<file path="src/rtl/rr_bus_arbiter_4.sv">
// Round-robin arbiter for four requesters sharing one WIDTH-bit datapath.
// Grants are held until done, withdrawal or hold timeout; the previous winner gets the lowest priority.
module rr_bus_arbiter_4 #(
    parameter int WIDTH   = 32,
    parameter int TIMEOUT = 16
) (
    input  logic             clk,
    input  logic             rst_n,
    input  logic [3:0]       req,
    input  logic [WIDTH-1:0] d_in_1,
    input  logic [WIDTH-1:0] d_in_2,
    input  logic [WIDTH-1:0] d_in_3,
    input  logic [WIDTH-1:0] d_in_4,
    input  logic             done,
    output logic [3:0]       grant,
    output logic [1:0]       sel,
    output logic [WIDTH-1:0] d_out,
    output logic             out_valid,
    output logic             timeout
);

    localparam int HOLD_W = $clog2(TIMEOUT) + 1;
    localparam logic [HOLD_W-1:0] HOLD_LAST = HOLD_W'((TIMEOUT > 0) ? TIMEOUT - 1 : 0);

    typedef enum logic {
        IDLE,
        GRANT
    } state_t;

    state_t            state_q, state_d;
    logic [3:0]        grant_d;
    logic [1:0]        sel_d;
    logic [1:0]        last_q, last_d;
    logic [HOLD_W-1:0] hold_q, hold_d;
    logic              valid_d;
    logic              timeout_d;
    logic              tmo_hit;
    logic              release_ev;
    logic [2:0]        win;

    // Returns {found, index}; scanning from the far end lets the nearest hit after ptr win.
    function automatic logic [2:0] pick(input logic [3:0] r, input logic [1:0] ptr);
        logic [2:0] res;
        logic [1:0] idx;
        res = 3'b000;
        for (int k = 4; k >= 1; k--) begin
            idx = ptr + 2'(k);
            if (r[idx]) res = {1'b1, idx};
        end
        return res;
    endfunction

    assign tmo_hit    = (TIMEOUT != 0) && (hold_q == HOLD_LAST);
    assign release_ev = done || !req[sel] || tmo_hit;
    assign win        = pick(req, (state_q == IDLE) ? last_q : sel);

    always_comb begin
        // NOTE: every output of this block gets a default first, so no path can infer a latch.
        state_d   = state_q;
        grant_d   = grant;
        sel_d     = sel;
        last_d    = last_q;
        hold_d    = hold_q;
        valid_d   = out_valid;
        timeout_d = 1'b0;
        case (state_q)
            IDLE: begin
                if (win[2]) begin
                    state_d = GRANT;
                    grant_d = 4'b0001 << win[1:0];
                    sel_d   = win[1:0];
                    hold_d  = '0;
                    valid_d = 1'b1;
                end
            end
            GRANT: begin
                hold_d = hold_q + 1'b1;
                if (release_ev) begin
                    last_d    = sel;
                    hold_d    = '0;
                    // done wins over a coinciding timeout; a withdrawn requester is not "timed out".
                    timeout_d = tmo_hit && !done && req[sel];
                    if (win[2]) begin
                        grant_d = 4'b0001 << win[1:0];
                        sel_d   = win[1:0];
                    end else begin
                        state_d = IDLE;
                        grant_d = 4'b0000;
                        valid_d = 1'b0;
                    end
                end
            end
            default: begin
                state_d = IDLE;
                grant_d = 4'b0000;
                valid_d = 1'b0;
            end
        endcase
    end

    // NOTE: sequential state uses non-blocking assignments so all registers update together on the edge.
    always_ff @(posedge clk or negedge rst_n) begin
        if (!rst_n) begin
            state_q   <= IDLE;
            grant     <= 4'b0000;
            sel       <= 2'b00;
            last_q    <= 2'b11;
            hold_q    <= '0;
            out_valid <= 1'b0;
            timeout   <= 1'b0;
        end else begin
            state_q   <= state_d;
            grant     <= grant_d;
            sel       <= sel_d;
            last_q    <= last_d;
            hold_q    <= hold_d;
            out_valid <= valid_d;
            timeout   <= timeout_d;
        end
    end

    always_comb begin
        case (sel)
            2'd0:    d_out = d_in_1;
            2'd1:    d_out = d_in_2;
            2'd2:    d_out = d_in_3;
            default: d_out = d_in_4;
        endcase
    end

endmodule

</file>
<file path="config.mk">
export PLATFORM = sky130hd
export DESIGN_NAME = rr_bus_arbiter_4
export DESIGN_NICKNAME = d
export VERILOG_FILES = /design/src/rtl/rr_bus_arbiter_4.sv
export SDC_FILE = /design/constraint.sdc
export NUM_CORES = 1
export LEC_CHECK = 0
export CORE_MARGIN = 3
export CORE_UTILIZATION = 26
export DETAILED_ROUTE_END_ITERATION = 10
export PLACE_DENSITY = 0.87
export SKIP_CTS_REPAIR_TIMING = 1
export SYNTH_ARGS = -nofsm -noshare
export SYNTH_HDL_FRONTEND = slang
export SYNTH_SLANG_ARGS = --single-unit
export TNS_END_PERCENT = 30
</file>
<file path="constraint.sdc">
create_clock -name clk -period 1.7 [get_ports clk]
set_input_delay 0.51 -clock clk [delete_from_list [all_inputs] [get_ports clk]]
set_output_delay 0.51 -clock clk [all_outputs]
set_load 0.03 [all_outputs]
</file>
# == Yosys cells after proc, flatten, opt, wreduce, memory -nomap -nowiden ==
# Index checks and enable logic that the tools add are counted.
# op_classes
n_mux,35
reduce_logical,10
eq_ne,6
shifts,1
n_addsub,4
n_bitwise,1
order_cmp,5
# op_table
op,count
$pmux W32 S3,1
$lt A2 B3 Y1 const B,5
$mux W1,12
$mux W3,4
$mux W4,3
$bmux W1 S2,5
$mux W5,2
$pmux W5 S2,1
$pmux W4 S2,1
$mux W2,3
$add A5 B1 Y5 const B,1
$eq A5 B4 Y1 const B,1
$add A2 B2 Y2 const B,2
$ne A2 B2 Y1 const B,2
$pmux W1 S2,2
$pmux W2 S2,1
$reduce_and A2 Y1,2
$shl A1 B2 Y4 const A,1
$reduce_and A3 Y1,1
$add A2 B1 Y2 const B,1
$eq A2 B1 Y1 const B,1
$eq A2 B2 Y1 const B,1
$logic_and A1 B1 Y1,2
$logic_not A1 Y1,2
4 further kinds,5
# totals
elab_cells,69
input_bits,135
output_inout_bits,40
register_bits,16

# == Logic depth before layout (Yosys ltp) ==
# Gate-level depths: netlist of run 1.
# depth
depth_word,11
mapped_depth,8
depth_no_buf,7

# == Least setup slack after synthesis of run 1 ==
# No wires, ideal clock.
# synth_timing
path_type,register to output
from,register sel[0]
to,output port d_out[0]
stages_incl_launch_ff,4
t_required_ps,1190
setup_slack_ps,-486
n_path_buf,2
t_arrival_ps,1676
cell_sequence,dfrtp_1 > buf_2 > buf_4 > mux4_2
# synth_between
elab_chain_cells,2
# synth_lines
item,line,text
start: declaration,16,"output logic [1:0] sel,"
start signal: assignment,114,sel <= sel_d;
$eq A2 B2 Y1 (tied with other cells),123,case (sel)
$pmux W32 S3 (*),123,
end: declaration,17,"output logic [WIDTH-1:0] d_out,"
# Every way passes the cells marked *; elsewhere a longest branch is shown, timed or not.

# == Worst setup path after layout of run 1 ==
# layout_timing
from,register sel[0]
to,output port d_out[2]
# Same word-level chain as after synthesis.

==> results.ini, run 1 <==
[status]
status = complete, but fails checks
violations = setup timing

[placed_design]
place_area_sq_um = 3690
preCtsSetupSlack_ps = -849
portBuffers = 174
place_inst = 396
dp_hpwl_mm = 6.65
routabilityCongestion = 0.864

[cells_and_area]
final_area_sq_um = 3970
n_antenna_cell = 0
fin_nets = 475
synthToLayoutAreaGrowth_pct = 137
drive_gt1_share_pct = 39.3
fin_cells = 411

[synthesis]
yosys-top-cells-count = 33 x mux4_2, 14 x dfrtp_1, 9 x nand2_1
ys_seq_area_share_pct = 24.1
synth_nets = 262
ys_seq_elements = 16
syn_area_sq_um = 1670
yosysMostFrequentCell = mux4_2
synthArstFlopShare_pct = 100
synth_cell_types = 38
yosysWarnings = 0
synth-edff-count = 0
yosys.area_share.simple_pct = 9.81
synth_top_area_share_pct = 44.5
synth-xor-area-share_pct = 0
synth_top_family_by_area = multiplexers
syn-instance-count = 124
ys_top_cells_by_area = mux4_2 44%, dfrtp_1 21%, dfstp_2 3.1%, a32o_1 2.4%, ha_1 2.2%
muxShareOfSynthArea_pct = 48.2
synthAdderAreaFrac_pct = 2.25
synthesis.area_per_instance_sq_um = 13.5
synth_flop_cell = dfrtp_1
synth_compound_area_share_pct = 11.0
synth_top_area_cell = mux4_2

[worst_setup_path]
crit_path_start_kind = register
critical_path_class = register to output port
end_kind = output port
worstPathMaxFanout = 7
worstPathRequired_ps = 1190
arrival_ps = 1670

[clock_tree]
h-tree-depth = 1
cts_tree = built
insertion_delay_ps = 250
clkTransAtPathRegs_ps = 60
clock-root-buffer = clkbuf_8
cts-buffers-inserted = 3
cts_sinks = 16
clockBufferDepth = 2

[timing]
setup_violations = 47
fin_crit_ps = 2180
worstMarginPinSlew_ps = 349
clock_skew_ps = 6.94
holdWs_ps = 479
setup_slack_ps = -482
slew_headroom_pct = 76.6
tns_ps = -16650
rsz0062_at_grt = yes
max_freq_ghz = 0.458
slew_viol_final = 0
hold_viol = 0
fin_crit_sh_pct = 128

[floorplan]
fp.dieW_um = 86.2
die_h_um = 86.2
io_pins = 175
core_sq_um = 6060
rows = 28
initial_core_util_pct = 27.6
dieArea_sq_um = 7430

[detailed_routing]
vias = 2076
wl_per_cell_um = 20.2
routed_wl_mm = 8.32
ant_nets = 0
dr.pass1.iters = 4
vias_per_cell = 5.05
drc = 0
dr.first_iter.drc_count = 37

[pwr]
p_leak_nw = 1.75
power_density_nw_per_um2 = 1460
irDropWorstVdd_mv = 1.03

[global_route]
first_global_vias = 2123
grt_pass1_wl_mm = 11.3
track_usage_pct = 19.6
antenna_found_initial = 0
gr-total-overflow = 0
grt_max_degree = 18

[min_path]
hold_class = register to register

[run]
cap_violations = 0

layout make-up:
class / instances / area, sq um
clock buffer: 4 / 45.0
multi-input combinational: 93 / 1220
inverter: 5 / 18.8
timing repair buffer: 218 / 2180
tap: 75 / 93.8
sequential: 16 / 405
fill: 457 / 2090
per-layer routing:
metal  vias to the layer above  global-route usage [%]  wire length (um)  part of all wire (%)
met5                         -                       0                 0                     0
met2                        99                    35.5              4460                    54
met1                      1007                    22.7              2900                    35
met3                        17                    5.42               735                   8.8
met4                         0                    5.52               218                   2.6
li1                        953                       -                 -                     -
metrics by stage:
step	util (%)	power, mW
after floorplan	-	3.34
after global placement	60.9	4.92
after global routing	65.5	6.05
after detailed placement	60.9	4.98
final	65.5	5.78
after CTS	61.6	5.30
cells in the final DEF, fill, tap and decap left out, types with 2 or more instances in the layout:
master,n
dfrtp_1,12
buf_6,30
buf_2,6
a21oi_1,3
inv_1,5
mux4_2,33
mux2_4,2
buf_12,4
a32o_1,4
dlymetal6s2s_1,10
mux2_2,2
nand2_1,8
nor2_1,3
buf_4,36
nand2b_1,4
nand3_1,2
clkbuf_8,3
o21ai_0,5
dfstp_2,2
clkdlybuf4s50_1,130
dfrtp_2,2
critical path, cell delays in order, from the launching register on:
cell and delay [ps]:
dfrtp_2 440, buf_12 150, buf_12 130, mux4_2 530, buf_6 160
power breakdown:
part / leakage [nW] / switching (mW) / total (mW) / internal [mW]
Sequential: 0.200 / 0.0959 / 0.605 / 0.510
Clock: 0.0228 / 0.127 / 0.293 / 0.166
Combinational: 1.52 / 2.32 / 4.88 / 2.56
sequential cells by signal (all words and copies together), names as in the netlist:
| register | count |
|---|---|
| out_valid | 1 |
| hold_q | 5 |
| grant | 4 |
| timeout | 1 |
| last_q | 2 |
| state_q | 1 |
| sel | 2 |
logic make-up after synthesis:
group / after synthesis
compound gates: 24
buf+inv: 15
flops: 16
mux: 38
fa+ha+maj: 3
simple gates: 28
worst paths after layout:
| check | startpoint | endpoint | slack, ps | depth (start not counted) |
|---|---|---|---|---|
| setup / recovery | sel[0]$_DFFE_PN0P_ | d_out[2] | -480 | 4 |
| hold / removal | hold_q[4]$_DFFE_PN0P_ | hold_q[4]$_DFFE_PN0P_ | 480 | 2 |
| setup reg to reg | sel[0]$_DFFE_PN0P_ | sel[0]$_DFFE_PN0P_ | -340 | 6 |
| hold reg to reg | hold_q[4]$_DFFE_PN0P_ | hold_q[4]$_DFFE_PN0P_ | 480 | 2 |
| max in group asynchronous | rst_n | sel[1]$_DFFE_PN0P_ | 740 | 2 |
| min in group asynchronous | rst_n | grant[3]$_DFFE_PN0P_ | 510 | 1 |
No activity file was read; power rests on OpenSTA's default activity.
==> run 2, diff against run 1 <==
ABC_CLOCK_PERIOD_IN_PS = 1700   (was not set)
CORE_UTILIZATION = 27   (was 26)
CTS_BUF_LIST = sky130_fd_sc_hd__clkbuf_8   (was not set)
PLACE_DENSITY = 0.9   (was 0.87)
==> results.ini, run 2 (synthesis gave the netlist of run 1 again) <==
[pwr]
comb_power_share_pct = 82.9  ; -1.6 points
irDropWorstVdd_mv = 0.917  ; -11%
p_switching_mw = 2.43  ; -4.3%
p_leak_nw = 1.66  ; -5.2%
p_sw_share_pct = 45.8  ; +1.9 points
power_density_nw_per_um2 = 1390  ; -4.5%
pwr-share-clk_pct = 5.6  ; +0.5 points
p_int_mw = 2.87  ; -11%
p_seq_share_pct = 11.5  ; +1.0 points

[timing]
rsz0062_at_grt = yes
setup_slack_ps = -472  ; +10.8 ps
fin_crit_sh_pct = 128  ; -0.63 points
clock_skew_ps = 5.99  ; -0.946 ps
setup_violations = 46  ; -2.1%
worstMarginPinSlew_ps = 419  ; +69.8 ps
fin_crit_ps = 2170  ; -10.8 ps
hold_viol = 0  ; unchanged
max_freq_ghz = 0.461  ; +0.50%
slew_headroom_pct = 71.9  ; -4.7 points
slew_viol_final = 0  ; unchanged

[clock_tree]
clock-root-buffer = clkbuf_8
cts_tree = built
clockBufferDepth = 2  ; unchanged
h-tree-depth = 1  ; unchanged
insertion_delay_ps = 260  ; about the same
cts_sinks = 16  ; unchanged
clkTransAtPathRegs_ps = 60  ; about the same
cts-buffers-inserted = 3  ; unchanged

[global_route]
antenna_found_initial = 0  ; unchanged
grt_max_degree = 18  ; unchanged
first_global_vias = 2322  ; +9.4%
grt_pass1_wl_mm = 11.8  ; +4.3%
track_usage_pct = 21.1  ; +1.5 points
gr-total-overflow = 0  ; unchanged

[cells_and_area]
fin_nets = 465  ; -2.1%
final_area_sq_um = 3810  ; -3.9%
regMostFlops = hold_q
fin_cells = 401  ; -2.4%
synthToLayoutAreaGrowth_pct = 128
final_cell_mix = 132 x clkdlybuf4s50_1, 33 x mux4_2, 30 x buf_4
fill_cells = 474  ; +3.7%
drive_gt1_share_pct = 39.0  ; -0.33 points
n_antenna_cell = 0  ; unchanged
largest_reg_flops = 5  ; unchanged
final_common_cell = clkdlybuf4s50_1
reg.largest.list = hold_q x5, grant x4

[floorplan]
rows = 28  ; unchanged
initial_core_util_pct = 28.1  ; +0.49 points
die_h_um = 84.7  ; -1.7%
core_sq_um = 5960  ; -1.7%
dieArea_sq_um = 7170  ; -3.4%
io_pins = 175  ; unchanged
fp.dieW_um = 84.7  ; -1.7%

[worst_setup_path]
worstPathRequired_ps = 1190  ; about the same
worstPathMaxFanout = 5  ; -2
path_buf_inv = 3  ; unchanged
end_kind = output port
slowest_stage = mux4_2
arrival_ps = 1660  ; about the same
crit_path_cell_trace = buf_4 -> buf_6 -> mux4_2 -> buf_4
slowest_delay_ps = 490  ; -40 ps
crit_path_start_kind = register
path_delay_family = multiplexers
cpMostUsedCell = buf_4
critical_path_class = register to output port

[placed_design]
dp_hpwl_mm = 6.48  ; -2.6%
portBuffers = 174  ; unchanged
place_area_sq_um = 3710  ; +0.61%
place_inst = 395  ; -0.25%
routabilityCongestion = 0.855  ; -1.1%

[detailed_routing]
vias_per_cell = 5.02  ; -0.62%
wl_per_cell_um = 19.5  ; -3.8%
ant_nets = 0  ; unchanged
dr.first_iter.drc_count = 60  ; +62%
dr.pass1.iters = 5  ; +1
vias = 2013  ; -3.0%
wl_met1_mm = 2.74  ; -5.5%
top_layer_used = met4
met3WireLength_um = 506  ; -31%
routed_wl_mm = 7.81  ; -6.1%
wl_met2_mm = 4.36  ; -2.3%
drc = 0  ; unchanged

[run]
cap_violations = 0  ; unchanged

[status]
violations = setup timing
status = complete, but fails checks

[min_path]
hold_class = register to register

[run 2: metrics by stage]
step	setup TNS (ps)	utilization (%)	hold slack [ps]	power, mW	setup slack (ps)
floorplan	-6850	-	214	3.34	-223
global placement	-26650	62.4	459	4.97	-852
detailed placement	-27760	62.4	478	5.05	-847
CTS	-27400	63.1	490	5.36	-860
global route	-18050	64.0	536	5.55	-554
finish	-14770	64.0	500	5.30	-472
[run 2: final timing paths]
| path | slack, ps | start | depth (start not counted) | to |
|---|---|---|---|---|
| max in group asynchronous | 870 | rst_n | 2 | last_q[0]$_DFFE_PN1P_ |
| max reg2reg | -290 | sel[0]$_DFFE_PN0P_ | 6 | sel[0]$_DFFE_PN0P_ |
| max | -470 | sel[0]$_DFFE_PN0P_ | 4 | d_out[5] |
| min reg2reg | 500 | hold_q[4]$_DFFE_PN0P_ | 2 | hold_q[4]$_DFFE_PN0P_ |
| min in group asynchronous | 580 | rst_n | 2 | grant[1]$_DFFE_PN0P_ |
| min | 500 | hold_q[4]$_DFFE_PN0P_ | 2 | hold_q[4]$_DFFE_PN0P_ |
[run 2: final cells by class]
class,count,area (sq um),area share (%)
Timing Repair Buffer,208,2010,52.6
Multi-Input combinational cell,93,1240,32.6
Clock buffer,3,41.3,1.08
Clock inverter,1,3.75,0.0984
Tap cell,75,93.8,2.46
Inverter,5,18.8,0.492
Sequential cell,16,405,10.6
[run 2: power groups by stage]
stage,sequential (mW),combinational (mW),clock [mW]
finish,0.609,4.39,0.298
global route,0.629,4.60,0.320
CTS,0.613,4.44,0.307
detailed placement,0.618,4.43,0
global placement,0.618,4.35,0
floorplan,0.718,2.63,0
[run 2: worst reg2reg max path, delay by kind of cell (launching register included)]
family | cells | cell delay (ps)
and+or+nand+nor | 2 | 290
muxes | 2 | 870
buffers and inverters | 2 | 280
DFF | 1 | 430
[run 2: layer usage]
layer  vias up  track usage (%)
li1        927                -
met1       980             23.8
met2        89             39.5
met3        17             4.02
met4         0             7.19
met5         -                0
